--- src/rtl/usb_rx_bitdec_pkg.sv ---
// Shared line-state codes, receive FSM encoding and framing constants for the FS USB receiver.
// Pure definitions: no latency and no flow control.
package usb_rx_bitdec_pkg;

    localparam logic [1:0] LS_SE0 = 2'b00;
    localparam logic [1:0] LS_K   = 2'b01;
    localparam logic [1:0] LS_J   = 2'b10;
    localparam logic [1:0] LS_SE1 = 2'b11;

    typedef enum logic [2:0] {
        ST_IDLE  = 3'd0,
        ST_SYNC  = 3'd1,
        ST_DATA  = 3'd2,
        ST_ABORT = 3'd3,
        ST_EOP   = 3'd4
    } rx_state_t;

    localparam logic [2:0] STUFF_LIMIT    = 3'd6;
    localparam logic [2:0] SYNC_MIN_ZEROS = 3'd3;

endpackage

--- src/rtl/usb_rx_bitdec_dpll.sv ---
// Pad synchroniser, line-state decode and 4x-oversampling phase tracker.
// Line state 2 clocks after a pad edge, symbol 2 clocks after phase reset; no backpressure.
module usb_rx_bitdec_dpll
    import usb_rx_bitdec_pkg::*;
(
    input  logic       clk,
    input  logic       rst,
    input  logic       pad_dp,
    input  logic       pad_dn,
    output logic [1:0] line_state,
    output logic [1:0] sym,
    output logic       sym_valid
);

    logic [1:0] dp_sync_q, dp_sync_d;
    logic [1:0] dn_sync_q, dn_sync_d;
    logic [1:0] ls_prev_q, ls_prev_d;
    logic [1:0] phase_q, phase_d;

    always_comb begin
        dp_sync_d  = {dp_sync_q[0], pad_dp};
        dn_sync_d  = {dn_sync_q[0], pad_dn};
        line_state = {dp_sync_q[1], dn_sync_q[1]};
        ls_prev_d  = line_state;
        phase_d    = (line_state != ls_prev_q) ? 2'd0 : phase_q + 2'd1;
        // The delayed copy is the value the bit cell held even if a short
        // (3-clock) cell ends in the sampling cycle.
        sym        = ls_prev_q;
        sym_valid  = (phase_q == 2'd2);
    end

    always_ff @(posedge clk or posedge rst) begin
        if (rst) begin
            dp_sync_q <= 2'b00;
            dn_sync_q <= 2'b00;
            ls_prev_q <= LS_SE0;
            phase_q   <= 2'd0;
        end else begin
            dp_sync_q <= dp_sync_d;
            dn_sync_q <= dn_sync_d;
            ls_prev_q <= ls_prev_d;
            phase_q   <= phase_d;
        end
    end

endmodule

--- src/rtl/usb_rx_bitdec.sv ---
// FS USB receive bit decoder: NRZI, unstuffing, SYNC/EOP framing, byte assembly, bus-reset detect.
// byte_valid 1 clock after the 8th-bit symbol; no backpressure, consumer must take every strobe.
module usb_rx_bitdec
    import usb_rx_bitdec_pkg::*;
#(
    parameter int RESET_CYCLES = 120
) (
    input  logic       clk,
    input  logic       rst,
    input  logic       pad_dp,
    input  logic       pad_dn,
    output logic [7:0] byte_data,
    output logic       byte_valid,
    output logic       pkt_start,
    output logic       pkt_end,
    output logic       pkt_err,
    output logic       bus_reset
);

    localparam int SE0_W = $clog2(RESET_CYCLES + 1);
    localparam logic [SE0_W-1:0] SE0_MAX = SE0_W'(RESET_CYCLES);

    logic [1:0] line_state;
    logic [1:0] sym;
    logic       sym_valid;

    usb_rx_bitdec_dpll u_dpll (
        .clk        (clk),
        .rst        (rst),
        .pad_dp     (pad_dp),
        .pad_dn     (pad_dn),
        .line_state (line_state),
        .sym        (sym),
        .sym_valid  (sym_valid)
    );

    rx_state_t        state_q, state_d;
    logic [1:0]       prev_jk_q, prev_jk_d;
    logic [2:0]       zero_cnt_q, zero_cnt_d;
    logic [2:0]       ones_cnt_q, ones_cnt_d;
    logic [2:0]       bit_cnt_q, bit_cnt_d;
    logic [7:0]       shift_q, shift_d;
    logic             err_q, err_d;
    logic [7:0]       byte_data_q, byte_data_d;
    logic             byte_valid_q, byte_valid_d;
    logic             pkt_start_q, pkt_start_d;
    logic             pkt_end_q, pkt_end_d;
    logic             pkt_err_q, pkt_err_d;
    logic [SE0_W-1:0] se0_cnt_q, se0_cnt_d;

    logic is_jk;
    logic bit_val;

    assign bus_reset = (se0_cnt_q == SE0_MAX);

    always_comb begin
        if (line_state != LS_SE0) begin
            se0_cnt_d = '0;
        end else if (se0_cnt_q == SE0_MAX) begin
            se0_cnt_d = se0_cnt_q;
        end else begin
            se0_cnt_d = se0_cnt_q + SE0_W'(1);
        end
    end

    always_comb begin
        state_d      = state_q;
        prev_jk_d    = prev_jk_q;
        zero_cnt_d   = zero_cnt_q;
        ones_cnt_d   = ones_cnt_q;
        bit_cnt_d    = bit_cnt_q;
        shift_d      = shift_q;
        err_d        = err_q;
        byte_data_d  = byte_data_q;
        byte_valid_d = 1'b0;
        pkt_start_d  = 1'b0;
        pkt_end_d    = 1'b0;
        pkt_err_d    = 1'b0;

        is_jk   = (sym == LS_J) || (sym == LS_K);
        bit_val = (sym == prev_jk_q);

        if (sym_valid) begin
            if (is_jk) begin
                prev_jk_d = sym;
            end
            case (state_q)
                ST_IDLE: begin
                    if (sym == LS_K) begin
                        state_d    = ST_SYNC;
                        zero_cnt_d = 3'd1;
                    end
                end
                ST_SYNC: begin
                    if (!is_jk) begin
                        state_d = ST_IDLE;
                    end else if (!bit_val) begin
                        if (zero_cnt_q != 3'd7) begin
                            zero_cnt_d = zero_cnt_q + 3'd1;
                        end
                    end else if (zero_cnt_q >= SYNC_MIN_ZEROS) begin
                        // The closing SYNC 1 already counts toward the stuffing run.
                        pkt_start_d = 1'b1;
                        state_d     = ST_DATA;
                        ones_cnt_d  = 3'd1;
                        bit_cnt_d   = 3'd0;
                    end else begin
                        state_d = ST_IDLE;
                    end
                end
                ST_DATA: begin
                    if (sym == LS_SE0) begin
                        state_d = ST_EOP;
                        if (bit_cnt_q != 3'd0) begin
                            err_d = 1'b1;
                        end
                    end else if (sym == LS_SE1) begin
                        err_d   = 1'b1;
                        state_d = ST_ABORT;
                    end else if (ones_cnt_q == STUFF_LIMIT) begin
                        if (bit_val) begin
                            err_d   = 1'b1;
                            state_d = ST_ABORT;
                        end else begin
                            ones_cnt_d = 3'd0;
                        end
                    end else begin
                        ones_cnt_d = bit_val ? ones_cnt_q + 3'd1 : 3'd0;
                        shift_d    = {bit_val, shift_q[7:1]};
                        bit_cnt_d  = bit_cnt_q + 3'd1;
                        if (bit_cnt_q == 3'd7) begin
                            byte_valid_d = 1'b1;
                            byte_data_d  = shift_d;
                        end
                    end
                end
                ST_ABORT: begin
                    if (sym == LS_SE0) begin
                        state_d = ST_EOP;
                    end
                end
                ST_EOP: begin
                    if (sym == LS_J) begin
                        pkt_end_d = 1'b1;
                        pkt_err_d = err_q;
                        err_d     = 1'b0;
                        state_d   = ST_IDLE;
                    end else if (sym == LS_K) begin
                        pkt_end_d = 1'b1;
                        pkt_err_d = 1'b1;
                        err_d     = 1'b0;
                        state_d   = ST_IDLE;
                    end
                end
                default: state_d = ST_IDLE;
            endcase
        end

        // A held bus reset abandons any frame silently; SE0 cannot produce strobes here.
        if (bus_reset) begin
            state_d = ST_IDLE;
            err_d   = 1'b0;
        end
    end

    always_ff @(posedge clk or posedge rst) begin
        if (rst) begin
            state_q      <= ST_IDLE;
            prev_jk_q    <= LS_J;
            zero_cnt_q   <= 3'd0;
            ones_cnt_q   <= 3'd0;
            bit_cnt_q    <= 3'd0;
            shift_q      <= 8'h00;
            err_q        <= 1'b0;
            byte_data_q  <= 8'h00;
            byte_valid_q <= 1'b0;
            pkt_start_q  <= 1'b0;
            pkt_end_q    <= 1'b0;
            pkt_err_q    <= 1'b0;
            se0_cnt_q    <= '0;
        end else begin
            state_q      <= state_d;
            prev_jk_q    <= prev_jk_d;
            zero_cnt_q   <= zero_cnt_d;
            ones_cnt_q   <= ones_cnt_d;
            bit_cnt_q    <= bit_cnt_d;
            shift_q      <= shift_d;
            err_q        <= err_d;
            byte_data_q  <= byte_data_d;
            byte_valid_q <= byte_valid_d;
            pkt_start_q  <= pkt_start_d;
            pkt_end_q    <= pkt_end_d;
            pkt_err_q    <= pkt_err_d;
            se0_cnt_q    <= se0_cnt_d;
        end
    end

    assign byte_data  = byte_data_q;
    assign byte_valid = byte_valid_q;
    assign pkt_start  = pkt_start_q;
    assign pkt_end    = pkt_end_q;
    assign pkt_err    = pkt_err_q;

endmodule

--- config.mk ---
export PLATFORM = sky130hd
export DESIGN_NAME = usb_rx_bitdec
export DESIGN_NICKNAME = d
export VERILOG_FILES = /design/src/rtl/usb_rx_bitdec_pkg.sv /design/src/rtl/usb_rx_bitdec_dpll.sv /design/src/rtl/usb_rx_bitdec.sv
export SDC_FILE = /design/constraint.sdc
export NUM_CORES = 1
export LEC_CHECK = 0
export ABC_CLOCK_PERIOD_IN_PS = 3300
export CORE_ASPECT_RATIO = 1.5
export CORE_MARGIN = 5
export CORE_UTILIZATION = 35
export CTS_CLUSTER_SIZE = 28
export DETAILED_ROUTE_END_ITERATION = 16
export PLACE_DENSITY = 0.6
export SYNTH_ARGS = -nofsm -noshare
export SYNTH_HDL_FRONTEND = slang
export SYNTH_SLANG_ARGS = --single-unit
export TNS_END_PERCENT = 5
--- constraint.sdc ---
create_clock -name clk -period 3.3 [get_ports clk]
set_input_delay 0.66 -clock clk [delete_from_list [all_inputs] [get_ports clk]]
set_output_delay 0.66 -clock clk [all_outputs]
set_load 0.005 [all_outputs]
Word-level counts from Yosys, hierarchy flattened:

Index checks and enable logic that the tools add are counted.

* flip-flop bits (word level): 50
* word-level logic and storage cells: 140
* output and inout bits: 13
* input bits: 4

* reduce and logical (&&, ||, !) cells: 17
* $lt $le $gt $ge: 1
* bitwise logic cells: 3
* mux-type cells: 65
* $add $sub $neg: 5
* eq/ne operators: 32

Operators with widths (number)
* two-way mux 3 bit: 29
* two-way mux 1 bit: 27
* inequality test 2 bit, second input constant: 9
* case mux 3 bit (2 select lines): 3
* AND reduction 6 bit: 3
* AND reduction 8 bit: 2
* case mux 3 bit (5 select lines): 1
* two-way mux 7 bit: 2
* inequality test 3 bit, second input constant: 4
* inequality test 4 bit, second input constant: 3
* inequality test 5 bit, second input constant: 2
* adder 3 x 1 -> 3 bit, second input constant: 3
* == test 3 bit, second input constant: 3
* nonzero test 2 bit: 4
* adder 7 x 1 -> 7 bit, second input constant: 1
* == test 7 bit, second input constant: 1
* AND reduction 7 bit: 1
* == test 2 bit, second input constant: 3
* == test 3 x 2 -> 1 bit, second input constant: 2
* nonzero test 3 bit: 2
* AND reduction 5 bit: 1
* two-way mux 2 bit: 2
* == test 3 x 1 -> 1 bit, second input constant: 1
* greater-or-equal comparator 3 x 2 -> 1 bit, second input constant: 1
* other kinds (11): 13

Logic depth before layout (Yosys ltp):

Gate-level depths: netlist (run 1).

* depth after elaboration: 8
* depth in mapped cells: 8
* mapped depth without buffers: 7

Cells and area by module:

A second synthesis (run 1) with hierarchy kept.

* cell total of the unflattened synthesis: 230
* area, all modules: 2447.3 sq um

By module, submodules not included
* usb_rx_bitdec: sequential area each 1027.2 sq um, area each 2184.6 sq um, cells each 213, times used 1
* usb_rx_bitdec_dpll: sequential area each 200.2 sq um, area each 262.8 sq um, cells each 17, times used 1

Least setup slack after synthesis (run 1):

OpenSTA, ideal clock, no wires.

* path type: flip-flop to flip-flop
* start: reg u_dpll.ls_prev_q[0] (netlist: u_dpll.sym[0])
* end: reg zero_cnt_q[0]
* setup time: 125 ps
* slack: 881 ps
* stages on the path, launching flop included: 7
* arrival: 2294 ps
* required time: 3175 ps
* clock period less this slack: 2419 ps
* path buffers: 0
* path through: dfrtp_1 -> inv_1 -> ha_1 -> clkinv_1 -> or4_4 -> a2111oi_4 -> mux2_4

* cells in the longest elaborated chain, start to end: 4
* elaborated cells on any way between the ends: 8
* classes of those cells: eq/ne: 6; reduce/logical: 2

RTL lines
* start: declaration: RTL line usb_rx_bitdec_dpll.sv:17 `logic [1:0] ls_prev_q, ls_prev_d;`
* start signal: assignment: RTL line usb_rx_bitdec_dpll.sv:41 `ls_prev_q <= ls_prev_d;`
* == test 2 bit / == test 2 x 1 -> 1 bit (equally long branches): RTL line usb_rx_bitdec.sv:80, usb_rx_bitdec.sv:89
* logical OR 1 bit: RTL line usb_rx_bitdec.sv:80 `is_jk = (sym == LS_J) || (sym == LS_K);`
* inequality test 2 bit (no line)
* AND reduction 6 bit (no line) *
* end signal: assignment: RTL line usb_rx_bitdec.sv:184 `zero_cnt_q <= zero_cnt_d;`
* end: declaration: RTL line usb_rx_bitdec.sv:39 `logic [2:0] zero_cnt_q, zero_cnt_d;`

Every way passes the cells marked *; elsewhere a longest branch is shown, timed or not.
A chain may end at the register's enable or synchronous reset.

Worst setup path in the final report (run 1):

Ends and elaborated chain as after synthesis.

==> results.py, run 1 <==
metrics = {
    "power": {
        "p_sw_mw": 0.503,
        "swShare": 0.323,
        "p_per_area_mw_per_mm2": 552,
        "seq_power_share": 0.490,
        "leakagePower_nw": 1.28,
        "power.internal_mw": 1.06,
        "pwr-share-comb": 0.221,
        "vdd_drop_max_mv": 0.369,
        "clkPwrFrac": 0.289,
    },
    "placed_design": {
        "dp_cells": 322,
        "dpl_cell_area_sq_mm": 0.00270,
        "place.gp.congestion": 0.829,
        "hpwl_um": 3340,
        "port_buffers": 16,
    },
    "timing": {
        "fmax_mhz": 384,
        "final_hold_viol_count": 0,
        "clock_skew_ps": 7.57,
        "fin_crit_sh": 0.790,
        "tightest_slew_ps": 767,
        "finalSetupTns_ps": 0,
        "finalSetupViolCount": 0,
        "post-route-min-period_ps": 2610,
        "rsz0062_at_grt": "false",
        "slew_violations": 0,
        "slew_headroom": 0.482,
    },
    "logic_synthesis": {
        "async_flop_share": 1.00,
        "ys_ff_latch": 49,
        "syn-num-nets": 251,
        "synth_edf_count": 0,
        "syn_area_sq_mm": 0.00245,
        "ys_seq_area_frac": 0.500,
        "postSynthCellCount": 232,
        "yosysWarningCount": 0,
        "ys.flop_type": "dfrtp_1",
        "synth.distinct_cells": 50,
        "syn_area_per_cell_sq_um": 10.6,
    },
    "drt": {
        "routed-via-count": 1702,
        "dr_wl_met3_um": 143,
        "drtIter0Drc": 56,
        "via_per_inst": 5.16,
        "dr.pass1.iters": 4,
        "drt_wl_total_um": 4490,
        "top_layer": "met4",
        "drtAntennaViolNets": 0,
        "drc": 0,
        "wl_per_cell_um": 13.6,
        "met2_length_um": 2360,
        "wl_met1_um": 1880,
    },
    "layout": {
        "fillerInstances": 687,
        "finalNonFillerCells": 330,
        "final-seq-area_sq_mm": 0.00123,
        "area_delta_synth_final_pct": 14.9,
        "fin_area_sq_mm": 0.00282,
        "final_util": 0.412,
        "diodes": 0,
        "drive_gt1_frac": 0.0952,
        "multi_input_area_sq_mm": 0.00114,
        "final_net_count": 270,
    },
    "worst_setup_path": {
        "worstPathRequired_ps": 3500,
        "worstPathArrival_ps": 2810,
        "cp-end-kind": "flip-flop",
        "cp-start-kind": "flip-flop",
        "crit_type": "flip-flop to flip-flop",
        "crit_fanout": 6,
        "r2r_slack_ps": 690,
    },
    "grt": {
        "grt_pass1_wl_um": 7980,
        "grt_antenna_before_repair": 0,
        "grt_start_max_net_pins": 27,
        "grt.total_usage": 0.112,
        "grt_pass1_vias": 1745,
        "grt-ovfl-total": 0,
    },
    "status": {
        "outcome": "finished, final reports clean",
    },
    "die": {
        "die_area_sq_mm": 0.00882,
        "die_w_um": 78.4,
        "core_sq_mm": 0.00685,
        "start_util": 0.358,
        "die_h_um": 113,
        "placementRows": 37,
        "io_pins": 17,
    },
    "clocking": {
        "cts_hold_buf": 0,
        "postCtsSetupRepairBufs": 0,
        "cts-root-buf": "clkbuf_8",
        "cts_sinks": 49,
        "h-tree-depth": 2,
        "numCtsBuffers": 5,
        "cts.repair.resized": 0,
        "cts_tree": "yes",
        "clk_latency_ps": 310,
        "clock_path_buffers": 2,
        "clk_pin_slew_ps": 90,
    },
    "worst_hold_path": {
        "min_path_type": "flip-flop to flip-flop",
    },
    "job": {
        "max_cap_viol_count": 0,
    },
}
[state kept, by name, indices dropped and copies added (netlist names)]
| name | count |
|---|---|
| err_q | 1 |
| pkt_err | 1 |
| u_dpll.dp_sync_q | 2 |
| u_dpll.dn_sync_q | 2 |
| ones_cnt_q | 3 |
| u_dpll.sym | 2 |
| u_dpll.phase_q | 2 |
| prev_jk_q | 2 |
| byte_data | 8 |
| shift_q | 7 |
| pkt_end | 1 |
| byte_valid | 1 |
| bit_cnt_q | 3 |
| se0_cnt_q | 7 |
| zero_cnt_q | 3 |
| pkt_start | 1 |
| state_q | 3 |
[through the flow]
| step | hold slack, ps | setup slack, ps | power [mW] |
|---|---|---|---|
| after floorplan | 331 | 881 | 1.03 |
| after global placement | 333 | 742 | 1.11 |
| after detailed placement | 343 | 687 | 1.12 |
| after CTS | 365 | 679 | 1.57 |
| after global routing | 380 | 578 | 1.65 |
| final | 358 | 693 | 1.56 |
[path summary, 6_finish.rpt]
kind | startpoint | to | cells after the start
max reg2reg | u_dpll.sym[0] | zero_cnt_q[0] | 6
min | u_dpll.dp_sync_q[0] | u_dpll.dp_sync_q[1] | 0
min reg2reg | u_dpll.dp_sync_q[0] | u_dpll.dp_sync_q[1] | 0
min in group asynchronous | rst | shift_q[6] | 2
max | u_dpll.sym[0] | zero_cnt_q[0] | 6
max in group asynchronous | rst | state_q[0] | 3
[synth_stat cells (2+ instances only)]
library cell,instances,area [sq um]
dfrtp_1,48,1200
nand2_1,36,135
inv_1,16,60.1
ha_1,15,188
nor2_1,15,56.3
o21ai_0,11,55.1
mux2_1,8,90.1
nand3_1,6,30.0
a21oi_1,5,25.0
mux2i_1,5,50.1
xnor2_1,5,43.8
nor3_1,4,20.0
a22o_1,3,26.3
and3_1,3,18.8
buf_2,3,15.0
nor3b_1,3,22.5
nor4b_1,3,26.3
a211o_1,2,17.5
a211oi_1,2,15.0
a31oi_1,2,12.5
and3b_1,2,17.5
clkbuf_1,2,7.51
mux2_4,2,30.0
nand3b_1,2,15.0
or3_1,2,12.5
xor2_1,2,17.5
xor2_2,2,32.5
[metal layers]
layer / GRT usage / vias up
li1: - / 831
met1: 0.123 / 831
met2: 0.205 / 32
met3: 0.0201 / 8
met4: 0.0502 / 0
met5: 0 / -
[power by group through the flow]
stage                     logic (mW)  clock network, mW  registers [mW]
after floorplan                0.311                  0           0.720
after global placement         0.343                  0           0.770
after detailed placement       0.345                  0           0.773
after CTS                      0.346              0.466           0.762
after global routing           0.390              0.489           0.774
final                          0.344              0.450           0.764
[cell type report]
cell class	count	area share
clock buffers	6	0.0293
clock inverters	2	0.0133
inverters	17	0.0226
multi-input cells	160	0.403
flip-flops and latches	49	0.435
well taps	78	0.0346
repair buffers	18	0.0621
[layout by cell type (no fill, tap or decap), types with 2 or more instances in the layout]
master           count
dfrtp_1             48
nand2_1             36
clkdlybuf4s50_1     16
inv_1               15
nor2_1              15
ha_1                15
o21ai_0             11
mux2_1               8
nand3_1              6
clkbuf_8             6
a21oi_1              5
xnor2_1              5
mux2i_1              5
nor3_1               4
and3_1               3
nor4b_1              3
nor3b_1              3
a22o_1               3
or3_1                2
xor2_2               2
nand3b_1             2
and3b_1              2
a31oi_1              2
a211o_1              2
a211oi_1             2
mux2_4               2
xor2_1               2
buf_4                2
[kinds of logic after synthesis]
| group | share of synthesized area |
|---|---|
| AOI/OAI and AO/OA | 0.0917 |
| xor gates and xnor gates | 0.0382 |
| adders and majority gates | 0.0765 |
| buffers and inverters | 0.0367 |
| DFF | 0.500 |
| muxes | 0.0739 |
| and+or+nand+nor | 0.183 |
[worst max-delay path, stage by stage (launching register included)]
cell	delay [ps]
dfrtp_1	510
inv_1	120
ha_1	390
clkinv_1	110
or4_4	530
a2111oi_4	500
mux2_4	340
Power figures use the tool's default switching activity.
==> run 2, diff against run 1 <==
--- a/config.mk
+++ b/config.mk
@@ -5,13 +5,13 @@
 export SDC_FILE = /design/constraint.sdc
 export NUM_CORES = 1
 export LEC_CHECK = 0
-export ABC_CLOCK_PERIOD_IN_PS = 3300
+export ABC_CLOCK_PERIOD_IN_PS = 2200
 export CORE_ASPECT_RATIO = 1.5
 export CORE_MARGIN = 5
 export CORE_UTILIZATION = 35
 export CTS_CLUSTER_SIZE = 28
 export DETAILED_ROUTE_END_ITERATION = 16
-export PLACE_DENSITY = 0.6
+export PLACE_DENSITY = 0.62
 export SYNTH_ARGS = -nofsm -noshare
 export SYNTH_HDL_FRONTEND = slang
 export SYNTH_SLANG_ARGS = --single-unit
==> constraint.sdc (replaced) <==
create_clock -name clk -period 2.2 [get_ports clk]
set_input_delay 0.44 -clock clk [delete_from_list [all_inputs] [get_ports clk]]
set_output_delay 0.44 -clock clk [all_outputs]
set_load 0.005 [all_outputs]
==> run 2 against run 1 <==
- the run now ends with setup timing left
- clock power up 14%
- die area unchanged
- utilization up 2.0 points
- via count grew 4.3%
- final cell count grew 4.5%
- first-iteration DRC count rose by 96%
- clock skew about the same
- power rose by 51%
- combinational power grew 110%
- critical path type unchanged
- critical endpoint is now zero_cnt_q[1]
- largest power group unchanged
- highest routed layer unchanged
==> results.py, run 2 (synthesized netlist as in run 1, its figures left out) <==
metrics = {
    "timing": {
        "slew_headroom": 0.711,
        "final_hold_viol_count": 0,
        "post-route-min-period_ps": 2220,
        "finalSetupViolCount": 1,
        "finalWorstSetupSlack_ps": -18.0,
        "fmax_mhz": 451,
        "fin_crit_sh": 1.01,
        "tightest_slew_ps": 433,
        "clock_skew_ps": 7.67,
        "rsz0062_at_grt": "true",
        "slew_violations": 0,
    },
    "worst_setup_path": {
        "slowest_delay_ps": 610,
        "crit_type": "flip-flop to flip-flop",
        "worstPathCellList": "xor2_4 -> nor2_2 -> or4_4 -> a2111oi_4 -> buf_4 -> mux2i_2",
        "worstPathArrival_ps": 2440,
        "cpMaxStageDelayCell": "dfstp_2",
        "r2r_start": "prev_jk_q[1]",
        "cp-end-kind": "flip-flop",
        "crit_family": "flip-flops",
        "worstPathRequired_ps": 2420,
        "cp-start-kind": "flip-flop",
        "critPathBufInv": 1,
        "crit_fanout": 3,
        "crit_path_start": "prev_jk_q[1]",
    },
    "clocking": {
        "cts-root-buf": "clkbuf_8",
        "numCtsBuffers": 5,
        "cts_sinks": 49,
        "cts_hold_buf": 0,
        "cts_tree": "yes",
        "clock_path_buffers": 2,
        "clk_latency_ps": 310,
        "clk_pin_slew_ps": 80,
        "h-tree-depth": 2,
    },
    "power": {
        "power.internal_mw": 1.56,
        "pwr-share-comb": 0.311,
        "p_sw_mw": 0.799,
        "vdd_drop_max_mv": 0.325,
        "swShare": 0.339,
        "p_per_area_mw_per_mm2": 796,
        "clkPwrFrac": 0.217,
        "seq_power_share": 0.472,
        "leakagePower_nw": 1.37,
    },
    "grt": {
        "grt.total_usage": 0.122,
        "grt_antenna_before_repair": 0,
        "grt_start_max_net_pins": 31,
        "grt_pass1_wl_um": 8570,
        "grt-ovfl-total": 0,
        "grt_pass1_vias": 1827,
    },
    "status": {
        "outcome": "complete, but fails checks",
        "violations": "setup timing",
    },
    "layout": {
        "final_util": 0.432,
        "multi_input_area_sq_mm": 0.00118,
        "layout_commonest_cell": "dfrtp_1",
        "area_delta_synth_final_pct": 20.6,
        "largest_reg_flops": 8,
        "final_cell_mix": "dfrtp_1 (46), nand2_1 (36), nor2_1 (15), clkdlybuf4s50_1 (15), buf_4 (15)",
        "final_net_count": 285,
        "drive_gt1_frac": 0.176,
        "final-seq-area_sq_mm": 0.00123,
        "diodes": 0,
        "fillerInstances": 655,
        "fin_area_sq_mm": 0.00296,
    },
    "die": {
        "io_pins": 17,
        "die_h_um": 113,
        "core_sq_mm": 0.00685,
        "placementRows": 37,
        "start_util": 0.358,
        "die_w_um": 78.4,
        "die_area_sq_mm": 0.00882,
    },
    "drt": {
        "wl_per_cell_um": 14.1,
        "drtIter0Drc": 110,
        "dr.pass1.iters": 4,
        "drtAntennaViolNets": 0,
        "via_per_inst": 5.14,
        "drc": 0,
        "routed-via-count": 1775,
        "drt_wl_total_um": 4850,
    },
    "placed_design": {
        "dpl_cell_area_sq_mm": 0.00283,
        "hpwl_um": 3650,
        "port_buffers": 16,
        "place.gp.congestion": 0.855,
    },
    "worst_hold_path": {
        "min_from": "u_dpll.dp_sync_q[0]",
        "min_path_type": "flip-flop to flip-flop",
    },
    "job": {
        "max_cap_viol_count": 0,
    },
}
run 2: area by class of cell:
class                           count  share of cell area
Tap cell                           78              0.0330
Sequential cell                    49               0.415
Clock buffer                        6              0.0245
Inverter                           17              0.0215
Timing Repair Buffer               33               0.104
Clock inverter                      2             0.00338
Multi-Input combinational cell    160               0.399
run 2: metrics by stage:
stage	setup WS (ps)	hold slack (ps)	cells	setup TNS, ps	total power, mW
global route	-117	369	345	-254	2.52
global placement	49.4	333	336	0	1.79
floorplan	22.0	331	232	0	1.55
CTS	7.52	358	344	0	2.33
detailed placement	30.8	337	336	0	1.81
finish	-18.0	355	345	-18.0	2.36
run 2: per-layer routing:
metal	track usage	share of wire	up-vias
met5	0	0	-
li1	-	-	860
met3	0.0313	0.039	8
met2	0.213	0.53	37
met4	0.0513	0.019	0
met1	0.139	0.41	870
run 2: timing repair:
item                       in CTS  in global routing
setup endpoints to repair       0                  4
gates resized for setup         0                  8
buffers inserted                0                  1
run 2: worst reg2reg max path, cell delays in order, from the launching register on:
cell and delay, ps:
dfstp_2 610, xor2_4 180, nor2_2 70, or4_4 430, a2111oi_4 460, buf_4 190
mux2i_2 200
run 2: path summary, 6_finish.rpt:
path                            slack (ps)                   to  cells past startpoint
worst max register to register         -20        zero_cnt_q[1]                      6
worst max-delay path                   -20        zero_cnt_q[1]                      6
max in group asynchronous             1250        zero_cnt_q[1]                      3
worst min-delay path                   350  u_dpll.dp_sync_q[1]                      0
worst min register to register         350  u_dpll.dp_sync_q[1]                      0
min in group asynchronous              450        ones_cnt_q[1]                      2
run 2: power groups by stage:
stage,logic (mW),clock network [mW],registers [mW]
after floorplan,0.470,0,1.08
after global placement,0.683,0,1.11
after detailed placement,0.695,0,1.12
after CTS,0.697,0.530,1.10
after global routing,0.814,0.574,1.13
final,0.733,0.512,1.11
